File: src/rtl/vend_change_ctrl.sv
// vend_change_ctrl: vending machine sequencing controller.
// Owns the customer balance and the coin-return wait timer. It accepts coins,
// qualifies purchases, and pays change greedily (1000, 500, 100) one coin at a
// time over a valid/ready handshake to the coin hopper.
//
// Optional build macro: VEND_SALES_STATS_EN
//   When defined, adds o_sales_total[31:0], a wrapping accumulator of the
//   price of every dispensed item. When undefined, neither the port nor the
//   accumulator exists.
//
// state   | meaning
// --------+-----------------------------------------------------------
// IDLE    | zero balance, waiting for the first coin
// ACTIVE  | balance held, timer running, coins and selects accepted
// RETURN  | paying out change, one coin per hopper handshake

module vend_change_ctrl #(
    parameter int unsigned WAIT_CYCLES = 100,
    parameter int unsigned BAL_W       = 16,
    parameter int unsigned MAX_BALANCE = 9900
) (
    input  logic             clk,
    input  logic             reset,
    input  logic [2:0]       i_input_coin,
    input  logic [3:0]       i_select_item,
    input  logic             i_trigger_return,
    input  logic             i_return_ready,
    output logic [3:0]       o_available_item,
    output logic [3:0]       o_output_item,
    output logic             o_coin_reject,
    output logic [2:0]       o_return_coin,
    output logic             o_return_valid,
    output logic [BAL_W-1:0] o_balance,
    output logic [31:0]      o_wait_time,
    output logic             o_busy
`ifdef VEND_SALES_STATS_EN
    ,
    output logic [31:0]      o_sales_total
`endif
);

    typedef enum logic [1:0] {
        ST_IDLE   = 2'd0,
        ST_ACTIVE = 2'd1,
        ST_RETURN = 2'd2
    } state_t;

    localparam logic [BAL_W-1:0] VAL_100   = BAL_W'(100);
    localparam logic [BAL_W-1:0] VAL_400   = BAL_W'(400);
    localparam logic [BAL_W-1:0] VAL_500   = BAL_W'(500);
    localparam logic [BAL_W-1:0] VAL_1000  = BAL_W'(1000);
    localparam logic [BAL_W-1:0] VAL_2000  = BAL_W'(2000);
    localparam logic [BAL_W:0]   MAX_EXT   = (BAL_W+1)'(MAX_BALANCE);
    localparam logic [31:0]      WAIT_LOAD = 32'(WAIT_CYCLES);

    // Value of a one-hot return/insert coin; anything else is worth nothing.
    function automatic logic [BAL_W-1:0] coin_value(input logic [2:0] coin);
        logic [BAL_W-1:0] v;
        case (coin)
            3'b001:  v = VAL_100;
            3'b010:  v = VAL_500;
            3'b100:  v = VAL_1000;
            default: v = '0;
        endcase
        return v;
    endfunction

    // Price of a one-hot item select; multi-hot or zero selects cost nothing.
    function automatic logic [BAL_W-1:0] item_price(input logic [3:0] item);
        logic [BAL_W-1:0] v;
        case (item)
            4'b0001: v = VAL_400;
            4'b0010: v = VAL_500;
            4'b0100: v = VAL_1000;
            4'b1000: v = VAL_2000;
            default: v = '0;
        endcase
        return v;
    endfunction

    // Largest coin not exceeding the balance; zero when nothing is owed.
    function automatic logic [2:0] greedy_coin(input logic [BAL_W-1:0] bal);
        logic [2:0] c;
        if (bal >= VAL_1000) begin
            c = 3'b100;
        end else if (bal >= VAL_500) begin
            c = 3'b010;
        end else if (bal != '0) begin
            c = 3'b001;
        end else begin
            c = 3'b000;
        end
        return c;
    endfunction

    state_t           state_q,     state_d;
    logic [BAL_W-1:0] bal_q,       bal_d;
    logic [31:0]      timer_q,     timer_d;
    logic [3:0]       item_q,      item_d;
    logic             reject_q,    reject_d;
    logic [2:0]       ret_coin_q,  ret_coin_d;
    logic             ret_valid_q, ret_valid_d;
`ifdef VEND_SALES_STATS_EN
    logic [31:0]      sales_q,     sales_d;
`endif

    logic             coin_ev;
    logic             sel_ev;
    logic [BAL_W-1:0] coin_val;
    logic [BAL_W-1:0] price_val;
    logic             buy_ok;
    logic [BAL_W-1:0] spend;
    logic [BAL_W:0]   after_buy;
    logic [BAL_W:0]   with_coin;
    logic             coin_ok;
    logic             active;

    // Event decode and the purchase/overflow arithmetic shared by IDLE and ACTIVE.
    always_comb begin
        coin_val  = coin_value(i_input_coin);
        price_val = item_price(i_select_item);
        coin_ev   = (coin_val != '0);
        sel_ev    = (price_val != '0);
        // Purchase is judged against the balance before any coin in this cycle.
        buy_ok    = (state_q == ST_ACTIVE) && sel_ev && (bal_q >= price_val);
        spend     = buy_ok ? price_val : '0;
        // One extra bit so old + coin cannot wrap before the limit compare;
        // buy_ok guarantees the subtraction never goes negative.
        after_buy = {1'b0, bal_q} - {1'b0, spend};
        with_coin = after_buy + {1'b0, coin_val};
        coin_ok   = coin_ev && (with_coin <= MAX_EXT);
    end

    // Next-state, balance, timer and registered-output computation.
    always_comb begin
        logic [BAL_W-1:0] bal_nx;
        state_d     = state_q;
        bal_d       = bal_q;
        timer_d     = timer_q;
        item_d      = '0;
        reject_d    = 1'b0;
        ret_coin_d  = ret_coin_q;
        ret_valid_d = ret_valid_q;
        bal_nx      = bal_q;
`ifdef VEND_SALES_STATS_EN
        sales_d     = sales_q;
`endif

        case (state_q)
            ST_IDLE: begin
                ret_coin_d  = '0;
                ret_valid_d = 1'b0;
                timer_d     = '0;
                if (coin_ev) begin
                    bal_d   = with_coin[BAL_W-1:0];
                    timer_d = WAIT_LOAD;
                    state_d = ST_ACTIVE;
                end
            end

            ST_ACTIVE: begin
                bal_nx   = coin_ok ? with_coin[BAL_W-1:0] : after_buy[BAL_W-1:0];
                bal_d    = bal_nx;
                reject_d = coin_ev && !coin_ok;
                item_d   = buy_ok ? i_select_item : 4'b0000;
`ifdef VEND_SALES_STATS_EN
                sales_d  = sales_q + 32'(spend);
`endif
                // A return request still lets a same-cycle purchase finish;
                // the timer expires on the step that would take it from 1 to 0.
                if (i_trigger_return ||
                    (!buy_ok && !coin_ok && (timer_q <= 32'd1))) begin
                    timer_d = '0;
                    if (bal_nx != '0) begin
                        state_d     = ST_RETURN;
                        ret_valid_d = 1'b1;
                        ret_coin_d  = greedy_coin(bal_nx);
                    end else begin
                        state_d = ST_IDLE;
                    end
                end else if (buy_ok || coin_ok) begin
                    timer_d = WAIT_LOAD;
                end else begin
                    timer_d = timer_q - 32'd1;
                end
            end

            ST_RETURN: begin
                reject_d = coin_ev;
                timer_d  = '0;
                // Without ready the presented coin and valid simply hold.
                if (ret_valid_q && i_return_ready) begin
                    bal_nx = bal_q - coin_value(ret_coin_q);
                    bal_d  = bal_nx;
                    if (bal_nx == '0) begin
                        state_d     = ST_IDLE;
                        ret_valid_d = 1'b0;
                        ret_coin_d  = '0;
                    end else begin
                        ret_valid_d = 1'b1;
                        ret_coin_d  = greedy_coin(bal_nx);
                    end
                end
            end

            default: begin
                state_d     = ST_IDLE;
                bal_d       = '0;
                timer_d     = '0;
                ret_coin_d  = '0;
                ret_valid_d = 1'b0;
            end
        endcase
    end

    // State and registered outputs; reset abandons any coin being presented.
    always_ff @(posedge clk or posedge reset) begin
        if (reset) begin
            state_q     <= ST_IDLE;
            bal_q       <= '0;
            timer_q     <= '0;
            item_q      <= '0;
            reject_q    <= 1'b0;
            ret_coin_q  <= '0;
            ret_valid_q <= 1'b0;
`ifdef VEND_SALES_STATS_EN
            sales_q     <= '0;
`endif
        end else begin
            state_q     <= state_d;
            bal_q       <= bal_d;
            timer_q     <= timer_d;
            item_q      <= item_d;
            reject_q    <= reject_d;
            ret_coin_q  <= ret_coin_d;
            ret_valid_q <= ret_valid_d;
`ifdef VEND_SALES_STATS_EN
            sales_q     <= sales_d;
`endif
        end
    end

    // Affordability flags are only meaningful while a purchase can happen.
    always_comb begin
        active              = (state_q == ST_ACTIVE);
        o_available_item[0] = active && (bal_q >= VAL_400);
        o_available_item[1] = active && (bal_q >= VAL_500);
        o_available_item[2] = active && (bal_q >= VAL_1000);
        o_available_item[3] = active && (bal_q >= VAL_2000);
    end

    assign o_output_item  = item_q;
    assign o_coin_reject  = reject_q;
    assign o_return_coin  = ret_coin_q;
    assign o_return_valid = ret_valid_q;
    assign o_balance      = bal_q;
    assign o_wait_time    = timer_q;
    assign o_busy         = (state_q == ST_RETURN);
`ifdef VEND_SALES_STATS_EN
    assign o_sales_total  = sales_q;
`endif

endmodule

File: config.mk
export PLATFORM = sky130hd
export DESIGN_NAME = vend_change_ctrl
export DESIGN_NICKNAME = d
export VERILOG_FILES = /design/src/rtl/vend_change_ctrl.sv
export SDC_FILE = /design/constraint.sdc
export NUM_CORES = 1
export LEC_CHECK = 0
export ABC_AREA = 0
export BUFFER_PORTS_ARGS = -buffer_cell sky130_fd_sc_hd__buf_4
export CELL_PAD_IN_SITES_DETAIL_PLACEMENT = 0
export CELL_PAD_IN_SITES_GLOBAL_PLACEMENT = 2
export CORE_MARGIN = 5
export CORE_UTILIZATION = 32
export DETAILED_ROUTE_END_ITERATION = 8
export PLACE_DENSITY_LB_ADDON = 0.08
export SLEW_MARGIN = 20
export SYNTH_ARGS = -nofsm -noshare
export SYNTH_HDL_FRONTEND = slang
export SYNTH_SLANG_ARGS = --single-unit
export TNS_END_PERCENT = 1
File: constraint.sdc
create_clock -name clk -period 6.3 [get_ports clk]
set_input_delay 0.945 -clock clk [delete_from_list [all_inputs] [get_ports clk]]
set_output_delay 0.945 -clock clk [all_outputs]
set_load 0.1 [all_outputs]
-- Word-level counts from Yosys, hierarchy flattened
Cells that the tools add are included.
- bits in registers: 59
- bits of input ports: 11
- output and inout port bits: 62
- add/subtract/negate cells: 4
- order comparisons: 11
- eq/ne operators: 17
- mux-type cells: 38
- reductions and logical operators: 24
- operator list (kind ; number):
    16-bit two-way mux ; 6
    16-bit by 9-bit >= comparator with 1-bit output (second input constant) ; 4
    32-bit two-way mux ; 2
    32-bit one-hot mux with 2 select lines ; 1
    16-bit nonzero test ; 4
    10-bit one-hot mux with 3 select lines ; 2
    16-bit by 10-bit >= comparator with 1-bit output (second input constant) ; 3
    16-bit one-hot mux with 3 select lines ; 1
    11-bit one-hot mux with 4 select lines ; 1
    32-bit by 1-bit <= comparator with 1-bit output (second input constant) ; 1
    32-bit by 1-bit subtractor with 32-bit output (second input constant) ; 1
    3-bit two-way mux ; 6
    17-bit by 16-bit adder with 17-bit output ; 1
    17-bit by 14-bit <= comparator with 1-bit output (second input constant) ; 1
    16-bit by 16-bit subtractor with 17-bit output ; 1
    16-bit by 11-bit >= comparator with 1-bit output (second input constant) ; 1
    16-bit >= comparator ; 1
    16-bit zero test ; 1
    16-bit subtractor ; 1
    2-bit two-way mux ; 7
    1-bit logical AND ; 11
    4-bit two-way mux ; 2
    2-bit by 1-bit != test with 1-bit output (second input constant) ; 4
    7-bit two-way mux ; 1
    other kinds (20) ; 30

-- Longest topological paths before layout
Gate-level depths: netlist of the first run.
- word-level depth: 17
- gate-level depth with buffers: 32
- gate-level depth less buffers: 28

-- Worst setup path before layout of the first run
No wires, ideal clock.
- path kind: input to register
- from: in i_select_item[0]
- to: reg ret_coin_q[1] (netlist: o_return_coin[1])
- library setup time: 0.126 ns
- arrival: 7.195 ns
- setup slack: -1.021 ns
- cell stages on the path: 27
- buffers on the path: 1
- cells stage by stage: nor4b_1 -> ha_1 -> nand2b_1 -> a21o_1 -> a21o_1 -> a211oi_1 -> o21ai_0 -> and3_1 -> clkbuf_1 -> and2_1 -> ha_1 -> fa_1 -> nand2b_1 -> nand2b_1 -> a21o_1 -> xor2_1 -> ha_1 -> a21o_1 -> a221oi_1 -> o21ai_0 -> o21ai_0 -> nor2_1 -> a21oi_1 -> o32ai_4 -> or4_1 -> nand3_2 -> mux2_2
- word-level cells in the longest chain between the ends: 17
- RTL lines (what ; RTL line ; text):
    start, declared ; 25 ; input logic [3:0] i_select_item,
    4-bit equality test, or another cell as far along ; 71 ; case (item)
    11-bit one-hot mux with 4 select lines * ; 71 ;
    parallel branches: the longest is 15 deep, another holds 16-bit by 16-bit subtractor with 17-bit output ; -- ;
    end signal, assigned ; 235 ; ret_coin_q <= ret_coin_d;
    end, declared ; 101 ; logic [2:0] ret_coin_q, ret_coin_d;
Mark *: on every way between the ends. The select of a mux whose other input is x is not followed.
A chain may end at the register's enable or synchronous reset.

-- Worst setup path in the final report of the first run
Ends and elaborated chain as after synthesis.

==> results of run 1 <==
[worst max-delay path, delay by kind of cell]
| family | cells | cell delay (ns) |
|---|---|---|
| simple gates | 7 | 1.71 |
| mux | 1 | 0.27 |
| buf+inv | 8 | 1.00 |
| fa+ha+maj | 4 | 0.87 |
| xor+xnor | 1 | 0.15 |
| compound gates | 10 | 1.69 |
[cell type report]
| type | count | share of cell area [%] |
|---|---|---|
| Timing Repair Buffer | 224 | 20.6 |
| Clock inverter | 7 | 1.21 |
| Multi-Input combinational cell | 582 | 53.8 |
| Inverter | 32 | 1.45 |
| Tap cell | 225 | 3.33 |
| Sequential cell | 57 | 16.9 |
| Clock buffer | 9 | 2.66 |
[cells in the mapped netlist (8+ instances only)]
cell type                   n
sky130_fd_sc_hd__nor2_1    69
sky130_fd_sc_hd__xor2_1    18
sky130_fd_sc_hd__nand3_1   20
sky130_fd_sc_hd__a21o_1    10
sky130_fd_sc_hd__clkbuf_1  20
sky130_fd_sc_hd__ha_1      41
sky130_fd_sc_hd__nor2_4     9
sky130_fd_sc_hd__o211ai_1  10
sky130_fd_sc_hd__nand2_1   51
sky130_fd_sc_hd__and3_1     9
sky130_fd_sc_hd__nor4_1    19
sky130_fd_sc_hd__dfrtp_1   57
sky130_fd_sc_hd__o21ai_0   40
sky130_fd_sc_hd__a21oi_1   38
sky130_fd_sc_hd__nand2b_1  10
sky130_fd_sc_hd__o21a_1     9
sky130_fd_sc_hd__nor3_1    28
sky130_fd_sc_hd__xnor2_1   38
sky130_fd_sc_hd__nand4_1    8
sky130_fd_sc_hd__inv_1     31
[stage by stage]
stage	hold WS, ns	instances
2_1_floorplan	0.567	699
3_3_place_gp	0.529	1100
3_5_place_dp	0.540	1100
4_1_cts	0.554	1129
5_1_grt	0.572	1136
6_report	0.553	1136
[worst max path at each step]
stage / end / cells past startpoint / slack, ns / startpoint
final: o_return_coin[1]$_DFFE_PP0P_ / 31 / -0.13 / i_select_item[0]
after global routing: o_return_coin[1]$_DFFE_PP0P_ / 29 / -0.36 / i_select_item[0]
after CTS: o_return_coin[1]$_DFFE_PP0P_ / 30 / -0.27 / i_select_item[1]
after detailed placement: o_return_coin[2]$_DFFE_PP0P_ / 29 / -0.98 / i_select_item[0]
after global placement: o_return_coin[2]$_DFFE_PP0P_ / 27 / -0.95 / i_select_item[0]
after floorplan: o_wait_time[9]$_DFF_PP0_ / 30 / -0.36 / i_select_item[0]
[flip-flops by register name (all words and copies together) (netlist names)]
register and count:
o_return_valid 1, state_q 2, o_balance 14, o_return_coin 3, o_wait_time 32, o_output_item 4
o_coin_reject 1
[metal layers]
| layer | vias to the layer above | GRT usage, % |
|---|---|---|
| li1 | 3002 | - |
| met1 | 2960 | 30.9 |
| met2 | 124 | 33.0 |
| met3 | 18 | 2.70 |
| met4 | 0 | 5.55 |
| met5 | - | 0 |
[kinds of logic after synthesis]
family / Yosys count / share of synthesized area (%)
and+or+nand+nor: 280 / 26.4
AOI/OAI and AO/OA: 191 / 23.5
buffers and inverters: 60 / 4.69
xor gates and xnor gates: 57 / 8.87
DFF: 57 / 25.0
adders and majority gates: 44 / 10.0
muxes: 8 / 1.47
other: 1 / 0.0656
[timing repair]
action | CTS | global route
resized for setup | 53 | 54
hold endpoints to repair | 0 | 0
endpoints found under the setup margin | 53 | 53
pin swaps | 36 | 37
setup buffers | 13 | 7
==> metrics, run 1 <==
post-synth cell types=80; mean area per synthesized cell=8.18 um^2; Yosys top cell by area=sky130_fd_sc_hd__dfrtp_1; cell count after synthesis=698; vertical extent of the die=144 um; status=complete, but fails checks; iteration count of the initial detailed-routing pass=5; leading cell type in the layout, fill and taps excluded=sky130_fd_sc_hd__buf_4; cell with the largest stage delay on the worst path=sky130_fd_sc_hd__or4b_4; insertion delay to the later sink of the worst-skew pair=0.34 ns; top post-synthesis cells by area=sky130_fd_sc_hd__dfrtp_1 (25%), sky130_fd_sc_hd__ha_1 (9.0%), sky130_fd_sc_hd__xnor2_1 (5.8%); clock transition at the registers of the reported paths=0.06 ns; startpoint of the worst hold path=o_wait_time[0]$_DFF_PP0_; total met3 wirelength after detailed routing=881 um; Worst Hold End=o_wait_time[0]$_DFF_PP0_; proportion of synthesized flip-flops having asynchronous set or reset=100%; Layout Area Growth over Synthesis=48.0%; DR vias/cell=approximately 5.4; RSZ-0062 raised after global routing=yes; horizontal extent of the die=144 um; final setup TNS=-3.23 ns; maximum number of pins on one net before global-route repair=58; worst hold path cell count=1; Yosys warning count=0; required time at the worst-slack endpoint=6.52 ns; estimated wirelength of the detail-placed design=16800 um; grt total ovfl=0; crit path capture type=flop; Total Routed Length=21900 um; Worst Setup Start Kind=input port; ys flop type=sky130_fd_sc_hd__dfrtp_1; vias=6104; post-route clock skew=between 0.01 and 0.015 ns; Die Footprint=0.0206 mm^2; share of Yosys cell area claimed by the top area cell type=25.0%; CTS Root Cell=sky130_fd_sc_hd__clkbuf_16; Final nets=between 900 and 1000; Max FO, Critical Path=5; final setup fails=43; clock buffer depth=2; clock sinks=57; count of final hold-check violations=0; antenna violations before repair=0; DRC errors left=0; Iteration-0 DRC Markers=400; violations in the final reports=negative setup slack; input/output buffers=70; number of buffers added by the clock tree synthesis step=9; number of cells traversed by the worst register-to-register path=29; most frequent cell on the critical path=sky130_fd_sc_hd__buf_4; fraction of final layout cells with drive strength greater than 1=38.6%; number of ports placed on the die boundary=73; cell area after layout=about 0.0085 mm^2; combined global-route utilization of all metal layers=21.2%; minimum clock period=6.43 ns; most used cells in the layout excluding fill and tap cells=sky130_fd_sc_hd__buf_4 (214), sky130_fd_sc_hd__nor2_1 (57), sky130_fd_sc_hd__dfrtp_1 (57); timing-limited maximum frequency=156 MHz; number of inserted diodes=0; worst endpoint data arrival time=6.64 ns; number of flops mapped to enable cells by yosys=0; r2r endpoint=o_return_coin[1]$_DFFE_PP0P_; worst-case setup slack after placement=-0.983 ns; core area=0.0174 mm^2; Reg-to-Reg Start=o_balance[2]$_DFFE_PP0P_; weighted congestion reported at the end of routability-driven placement=0.849; via count of the first global-routing pass=5954; max capacitance violation total=0; transition time of the tightest slew-check pin=slightly below 0.9 ns; max_slew headroom=between 40% and 50%; fin worst setup slack=-0.126 ns; portion of the post-synthesis area used by sequential elements=about a quarter; Detail Route Antenna Nets=0; setup slack on the worst flop-to-flop path=between 0.5 and 0.6 ns; Final period util=102%; worst min-delay path class=reg -> reg; area taken by multi-input logic gates=0.00455 mm^2; wire length of the first global-routing pass=roughly 34000 um; type of the setup path with the least slack=in -> reg; CTS Hold Bufs=0; largest stage delay on the critical path=0.58 ns; final core utilization=48.5%; Post-Place Cell Area=0.00749 mm^2; Row Count=48; number of flip-flops and latches in the synthesized netlist=57; Slew Viols, Final=0; detailed-route wire length on metal 1=10900 um; detail-routed net length per standard cell=19.3 um; Sequential Area=0.00143 mm^2; Initial Utilization=between 30% and 40%; Post-Synthesis Cell Area=0.00571 mm^2; clock tree from TritonCTS=done; uppermost layer routed=met4; fillers=1716; Met2 Wirelength=9870 um; CTS H-tree lvls=3
Power of run 1 is left out: the tool's default activity adds up to more than one toggle a clock period on the data nets, which glitch-free logic cannot reach.
==> run 2, diff against run 1 <==
==> constraint.sdc (replaced) <==
create_clock -name clk -period 6.3 [get_ports clk]
set_input_delay 0.945 -clock clk [delete_from_list [all_inputs] [get_ports clk]]
set_output_delay 0.945 -clock clk [all_outputs]
set_load 0.005 [all_outputs]
==> run 2 against run 1 <==
  * The run still ends with negative setup slack left
  * Clock-buffer cell count is the same
  * Die area is the same
  * Non-clock buffer count rose by 5
  * Fmax decreased by 0.65%
  * Final cell count rose by 0.44%
  * Design area grew 1.4%
==> metrics, run 2 (synthesized netlist as in run 1, its figures left out) <==
status=complete, but fails checks; violations in the final reports=negative setup slack; core area=0.0174 mm^2 (unchanged); max capacitance violation total=0 (unchanged); crit path capture type=flop; via count of the first global-routing pass=6030 (+1.3%); Bufs and invs on worst path=8 (unchanged); post-route clock skew=0.00801 ns (-0.00207 ns); iteration count of the initial detailed-routing pass=5 (unchanged); number of buffers added by the clock tree synthesis step=9 (unchanged); vias=6164 (+0.98%); timing-limited maximum frequency=155 MHz (-0.65%); worst min-delay path class=reg -> reg; number of inserted diodes=0 (unchanged); cell with the largest stage delay on the worst path=sky130_fd_sc_hd__or4b_4; RSZ-0062 raised after global routing=yes; Layout Area Growth over Synthesis=50.1%; minimum clock period=6.47 ns (+0.0422 ns); type of the setup path with the least slack=in -> reg; clock tree from TritonCTS=done; input/output buffers=70 (unchanged); count of final hold-check violations=0 (unchanged); number of cells on the critical path=31 (unchanged); fraction of final layout cells with drive strength greater than 1=40.1% (+1.4 points); Max FO, Critical Path=6 (+1); fillers=1738 (+1.3%); flip-flop count of the largest register, all copies and words added=32 (unchanged); insertion delay to the later sink of the worst-skew pair=0.34 ns (about the same); DRC errors left=0 (unchanged); area taken by multi-input logic gates=0.00460 mm^2 (+1.2%); leading cell type in the layout, fill and taps excluded=sky130_fd_sc_hd__buf_4; worst hold path cell count=1 (unchanged); worst endpoint data arrival time=6.69 ns (+0.05 ns); number of cells traversed by the worst register-to-register path=30 (+3.4%); most used cells in the layout excluding fill and tap cells=sky130_fd_sc_hd__buf_4 (215), sky130_fd_sc_hd__nor2_1 (57), sky130_fd_sc_hd__dfrtp_1 (57); worst-case setup slack after placement=-0.796 ns (+0.188 ns); vertical extent of the die=144 um (unchanged); detail-routed net length per standard cell=19.3 um (about the same); clock buffer depth=2 (unchanged); Initial Utilization=32.8% (unchanged); CTS H-tree lvls=3 (unchanged); Slew Viols, Final=0 (unchanged); max_slew headroom=46.8% (+5.4 points); most frequent cell on the critical path=sky130_fd_sc_hd__buf_4; maximum number of pins on one net before global-route repair=58 (unchanged); fin worst setup slack=-0.168 ns (-0.0422 ns); Die Footprint=0.0206 mm^2 (unchanged); clock transition at the registers of the reported paths=0.06 ns (about the same); CTS Hold Bufs=0 (unchanged); Final nets=966 (+0.52%); combined global-route utilization of all metal layers=21.1% (-0.055 points); Row Count=48 (unchanged); wire length of the first global-routing pass=33800 um (-0.22%); required time at the worst-slack endpoint=6.52 ns (about the same); largest stage delay on the critical path=0.59 ns (about the same); antenna violations before repair=0 (unchanged); Final period util=103% (+0.67 points); weighted congestion reported at the end of routability-driven placement=0.860 (+1.3%); transition time of the tightest slew-check pin=0.790 ns (-0.0808 ns); number of ports placed on the die boundary=73 (unchanged); critical path's top delay family=compound AO/OA/AOI/OAI gates; clock sinks=57 (unchanged); Worst Setup Start Kind=input port; Iteration-0 DRC Markers=417 (+4.3%); CTS Root Cell=sky130_fd_sc_hd__clkbuf_16; DR vias/cell=5.40 (+0.54%); grt total ovfl=0 (unchanged); final setup fails=44 (+2.3%); estimated wirelength of the detail-placed design=16900 um (+0.29%); final core utilization=49.2% (+0.70 points); horizontal extent of the die=144 um (unchanged); Detail Route Antenna Nets=0 (unchanged); Total Routed Length=22000 um (+0.48%); Sequential Area=0.00143 mm^2 (unchanged)
run 2: routing by layer:
| layer | share of wire, % | up-vias | routed length [um] | global-route usage (%) |
|---|---|---|---|---|
| li1 | - | 3001 | - | - |
| met1 | 48 | 2994 | 10500 | 30.0 |
| met2 | 46 | 147 | 10100 | 33.7 |
| met3 | 4.3 | 22 | 939 | 2.90 |
| met4 | 1.9 | 0 | 421 | 5.80 |
| met5 | 0 | - | 0 | 0 |
run 2: timing repair:
item,4_1_cts,5_1_grt
pin swaps,40,52
setup buffers,19,13
endpoints found under the setup margin,53,53
hold endpoints to repair,0,0
resized for setup,32,85
run 2: stage by stage:
step | std cells | hold WS (ns) | TNS, ns | area, um^2
after global routing | 1141 | 0.577 | -14.74 | 8580
after floorplan | 699 | 0.511 | -11.32 | 5810
after global placement | 1094 | 0.525 | -26.37 | 7430
final | 1141 | 0.544 | -4.24 | 8580
after detailed placement | 1094 | 0.539 | -35.69 | 7430
after CTS | 1129 | 0.551 | -6.23 | 8080
run 2: layout make-up:
| class | count | share of cell area [%] |
|---|---|---|
| clock buffers | 9 | 2.63 |
| inverters | 32 | 1.40 |
| clock inverters | 7 | 1.46 |
| flip-flops and latches | 57 | 16.6 |
| repair buffers | 229 | 20.9 |
| well taps | 225 | 3.28 |
| multi-input cells | 582 | 53.7 |
run 2: worst register-to-register path, delay by kind of cell (launching register included):
kind,cells,cell delay [ns]
buffers and inverters,6,0.81
AOI/OAI and AO/OA,12,2.25
muxes,1,0.33
and+or+nand+nor,6,0.64
DFF,1,0.40
xor gates and xnor gates,2,0.37
adders and majority gates,3,0.91
run 2: worst paths after layout:
| kind | startpoint | end | slack (ns) |
|---|---|---|---|
| max in group asynchronous | reset | o_wait_time[26]$_DFF_PP0_ | 4.93 |
| worst max register to register | o_balance[2]$_DFFE_PP0P_ | o_return_coin[2]$_DFFE_PP0P_ | 0.46 |
| worst min register to register | o_wait_time[0]$_DFF_PP0_ | o_wait_time[0]$_DFF_PP0_ | 0.54 |
| min in group asynchronous | reset | o_output_item[1]$_DFF_PP0_ | 0.81 |
| worst min-delay path | o_wait_time[0]$_DFF_PP0_ | o_wait_time[0]$_DFF_PP0_ | 0.54 |
| worst max-delay path | i_select_item[0] | o_return_coin[2]$_DFFE_PP0P_ | -0.17 |
Power of run 2 is left out for the same reason.
==> run 3, diff against run 2 <==
==> constraint.sdc (replaced) <==
create_clock -name clk -period 6.3 [get_ports clk]
set_input_delay 1.89 -clock clk [delete_from_list [all_inputs] [get_ports clk]]
set_output_delay 1.89 -clock clk [all_outputs]
set_load 0.005 [all_outputs]
==> run 3 against run 2 <==
  * The flow still finishes with violations (negative setup slack)
  * Design area is 3.1% lower
  * Final cell count shrank 0.35%
  * Fmax decreased by 14%
  * Die area unchanged
  * Global-route usage fell by 0.25 points
  * Worst setup slack worse by 1.0 ns
  * Wire length is 0.40% lower
  * Via count decreased by 0.57%
  * Clock-buffer cell count is 1 higher
  * Sequential cell count did not move
  * Core utilization is 1.5 points lower
  * Critical path depth unchanged
  * Critical path type unchanged
==> metrics, run 3 (synthesized netlist as in run 1, its figures left out) <==
status=complete, but fails checks; violations in the final reports=negative setup slack; post-route clock skew=0.0114 ns (+0.00336 ns); final setup fails=53 (+20%); number of buffers added by the clock tree synthesis step=9 (unchanged); Total Routed Length=21900 um (-0.40%); cell count after placement=1107 (+1.2%); Row Count=48 (unchanged); DRC errors left=0 (unchanged); worst endpoint data arrival time=7.78 ns (+1.09 ns); clock buffer depth=2 (unchanged); clock transition at the registers of the reported paths=0.06 ns (about the same); leading cell type in the layout, fill and taps excluded=sky130_fd_sc_hd__buf_4; CTS Root Cell=sky130_fd_sc_hd__clkbuf_16; horizontal extent of the die=144 um (unchanged); minimum clock period=7.51 ns (+1.04 ns); CTS H-tree lvls=3 (unchanged); wire length of the first global-routing pass=33300 um (-1.5%); insertion delay to the later sink of the worst-skew pair=0.33 ns (about the same); Initial Utilization=32.8% (unchanged); setup slack on the worst flop-to-flop path=0.39 ns (-0.07 ns); Worst Setup Start Kind=input port; vertical extent of the die=144 um (unchanged); crit path capture type=flop; cell with the largest stage delay on the worst path=sky130_fd_sc_hd__or4b_4; timing-limited maximum frequency=133 MHz (-14%); Die Footprint=0.0206 mm^2 (unchanged); iteration count of the initial detailed-routing pass=5 (unchanged); Layout Area Growth over Synthesis=45.5%; worst-case setup slack after placement=-1.68 ns (-0.889 ns); fraction of final layout cells with drive strength greater than 1=37.4% (-2.7 points); Max FO, Critical Path=8 (+2); fin worst setup slack=-1.21 ns (-1.04 ns); Final nets=962 (-0.41%); Slew Viols, Final=0 (unchanged); worst min-delay path class=reg -> reg; Detail Route Antenna Nets=0 (unchanged); critical path's top delay family=simple AND/OR/NAND/NOR gates; via count of the first global-routing pass=5899 (-2.2%); maximum number of pins on one net before global-route repair=58 (unchanged); input/output buffers=70 (unchanged); type of the setup path with the least slack=in -> reg; Iteration-0 DRC Markers=399 (-4.3%); detail-routed net length per standard cell=19.3 um (about the same); largest stage delay on the critical path=0.57 ns (-0.02 ns); RSZ-0062 raised after global routing=yes; Reg-to-Reg Start=o_balance[2]$_DFFE_PP0P_; CTS Hold Bufs=0 (unchanged); count of placed standard cells in the final layout, fillers left out=1137 (-0.35%); core area=0.0174 mm^2 (unchanged); Critical Path Source=i_select_item[1]; max capacitance violation total=0 (unchanged); Bufs and invs on worst path=6 (-2); DR vias/cell=5.39 (-0.22%); Final period util=119% (+16 points); estimated wirelength of the detail-placed design=17300 um (+2.7%); max_slew headroom=47.5% (+0.66 points); Hold WS=0.536 ns (-0.00739 ns); required time at the worst-slack endpoint=6.57 ns (+0.05 ns); flip-flop count of the largest register, all copies and words added=32 (unchanged); startpoint of the worst hold path=o_wait_time[0]$_DFF_PP0_; most used cells in the layout excluding fill and tap cells=sky130_fd_sc_hd__buf_4 (213), sky130_fd_sc_hd__nor2_1 (57), sky130_fd_sc_hd__dfrtp_1 (57); clock tree from TritonCTS=done; number of ports placed on the die boundary=73 (unchanged); weighted congestion reported at the end of routability-driven placement=0.902 (+4.9%); combined global-route utilization of all metal layers=20.8% (-0.25 points); number of inserted diodes=0 (unchanged); clock sinks=57 (unchanged); vias=6129 (-0.57%); antenna violations before repair=0 (unchanged); transition time of the tightest slew-check pin=0.788 ns (-0.00255 ns); grt total ovfl=0 (unchanged); count of final hold-check violations=0 (unchanged)
## run 3: cell count changes in the layout (fill, tap and decap cells not counted), moves of 3 or more
cell	change
sky130_fd_sc_hd__o21ai_1	+5
sky130_fd_sc_hd__xnor2_1	+5
sky130_fd_sc_hd__xnor2_2	-5
sky130_fd_sc_hd__buf_6	-3
sky130_fd_sc_hd__bufinv_16	-3
sky130_fd_sc_hd__ha_1	+3
sky130_fd_sc_hd__inv_6	-3
sky130_fd_sc_hd__o21ai_2	-3
## run 3: stage by stage
step                TNS [ns]  utilization, %  instance area (um^2)
detailed placement    -83.89            43.3                  7540
floorplan             -61.03               -                  5810
CTS                   -61.38            45.4                  7910
global route          -76.09            47.7                  8310
global placement      -76.65            43.3                  7540
finish                -59.62            47.7                  8310
## run 3: routing by layer
| metal | GRT usage, % | part of all wire, % | vias to the layer above |
|---|---|---|---|
| li1 | - | - | 3003 |
| met1 | 31.2 | 49 | 2946 |
| met2 | 32.0 | 44 | 159 |
| met3 | 2.56 | 4.8 | 21 |
| met4 | 5.05 | 1.7 | 0 |
| met5 | 0 | 0 | - |
## run 3: what timing repair did
action,in CTS,in global routing
resized for setup,19,66
gates cloned,0,1
setup endpoints to repair,53,53
pin swaps,12,40
buffers inserted,1,12
## run 3: worst paths after layout
| path | cells after the start | end |
|---|---|---|
| worst max register to register | 29 | o_wait_time[7]$_DFF_PP0_ |
| worst min-delay path | 1 | o_wait_time[0]$_DFF_PP0_ |
| worst min register to register | 1 | o_wait_time[0]$_DFF_PP0_ |
| worst max-delay path | 31 | o_wait_time[7]$_DFF_PP0_ |
| max in group asynchronous | 3 | o_return_coin[0]$_DFFE_PP0P_ |
| min in group asynchronous | 3 | o_output_item[1]$_DFF_PP0_ |
## run 3: worst reg2reg max path, delay by kind of cell, from the launching register on
family,cells,cell delay [ns]
AND/OR/NAND/NOR,8,1.47
buffers and inverters,5,0.73
flip-flops,1,0.41
AO/OA/AOI/OAI,10,1.84
XOR/XNOR,2,0.30
adder cells (fa/ha/maj),4,1.07
## run 3: layout make-up
cell class / count / area [um^2]
inverters: 32 / 120
repair buffers: 225 / 1770
well taps: 225 / 282
clock buffers: 10 / 239
multi-input cells: 582 / 4430
flip-flops and latches: 57 / 1430
fillers: 1726 / 9110
clock inverters: 6 / 43.8
Power of run 3 is left out for the same reason.
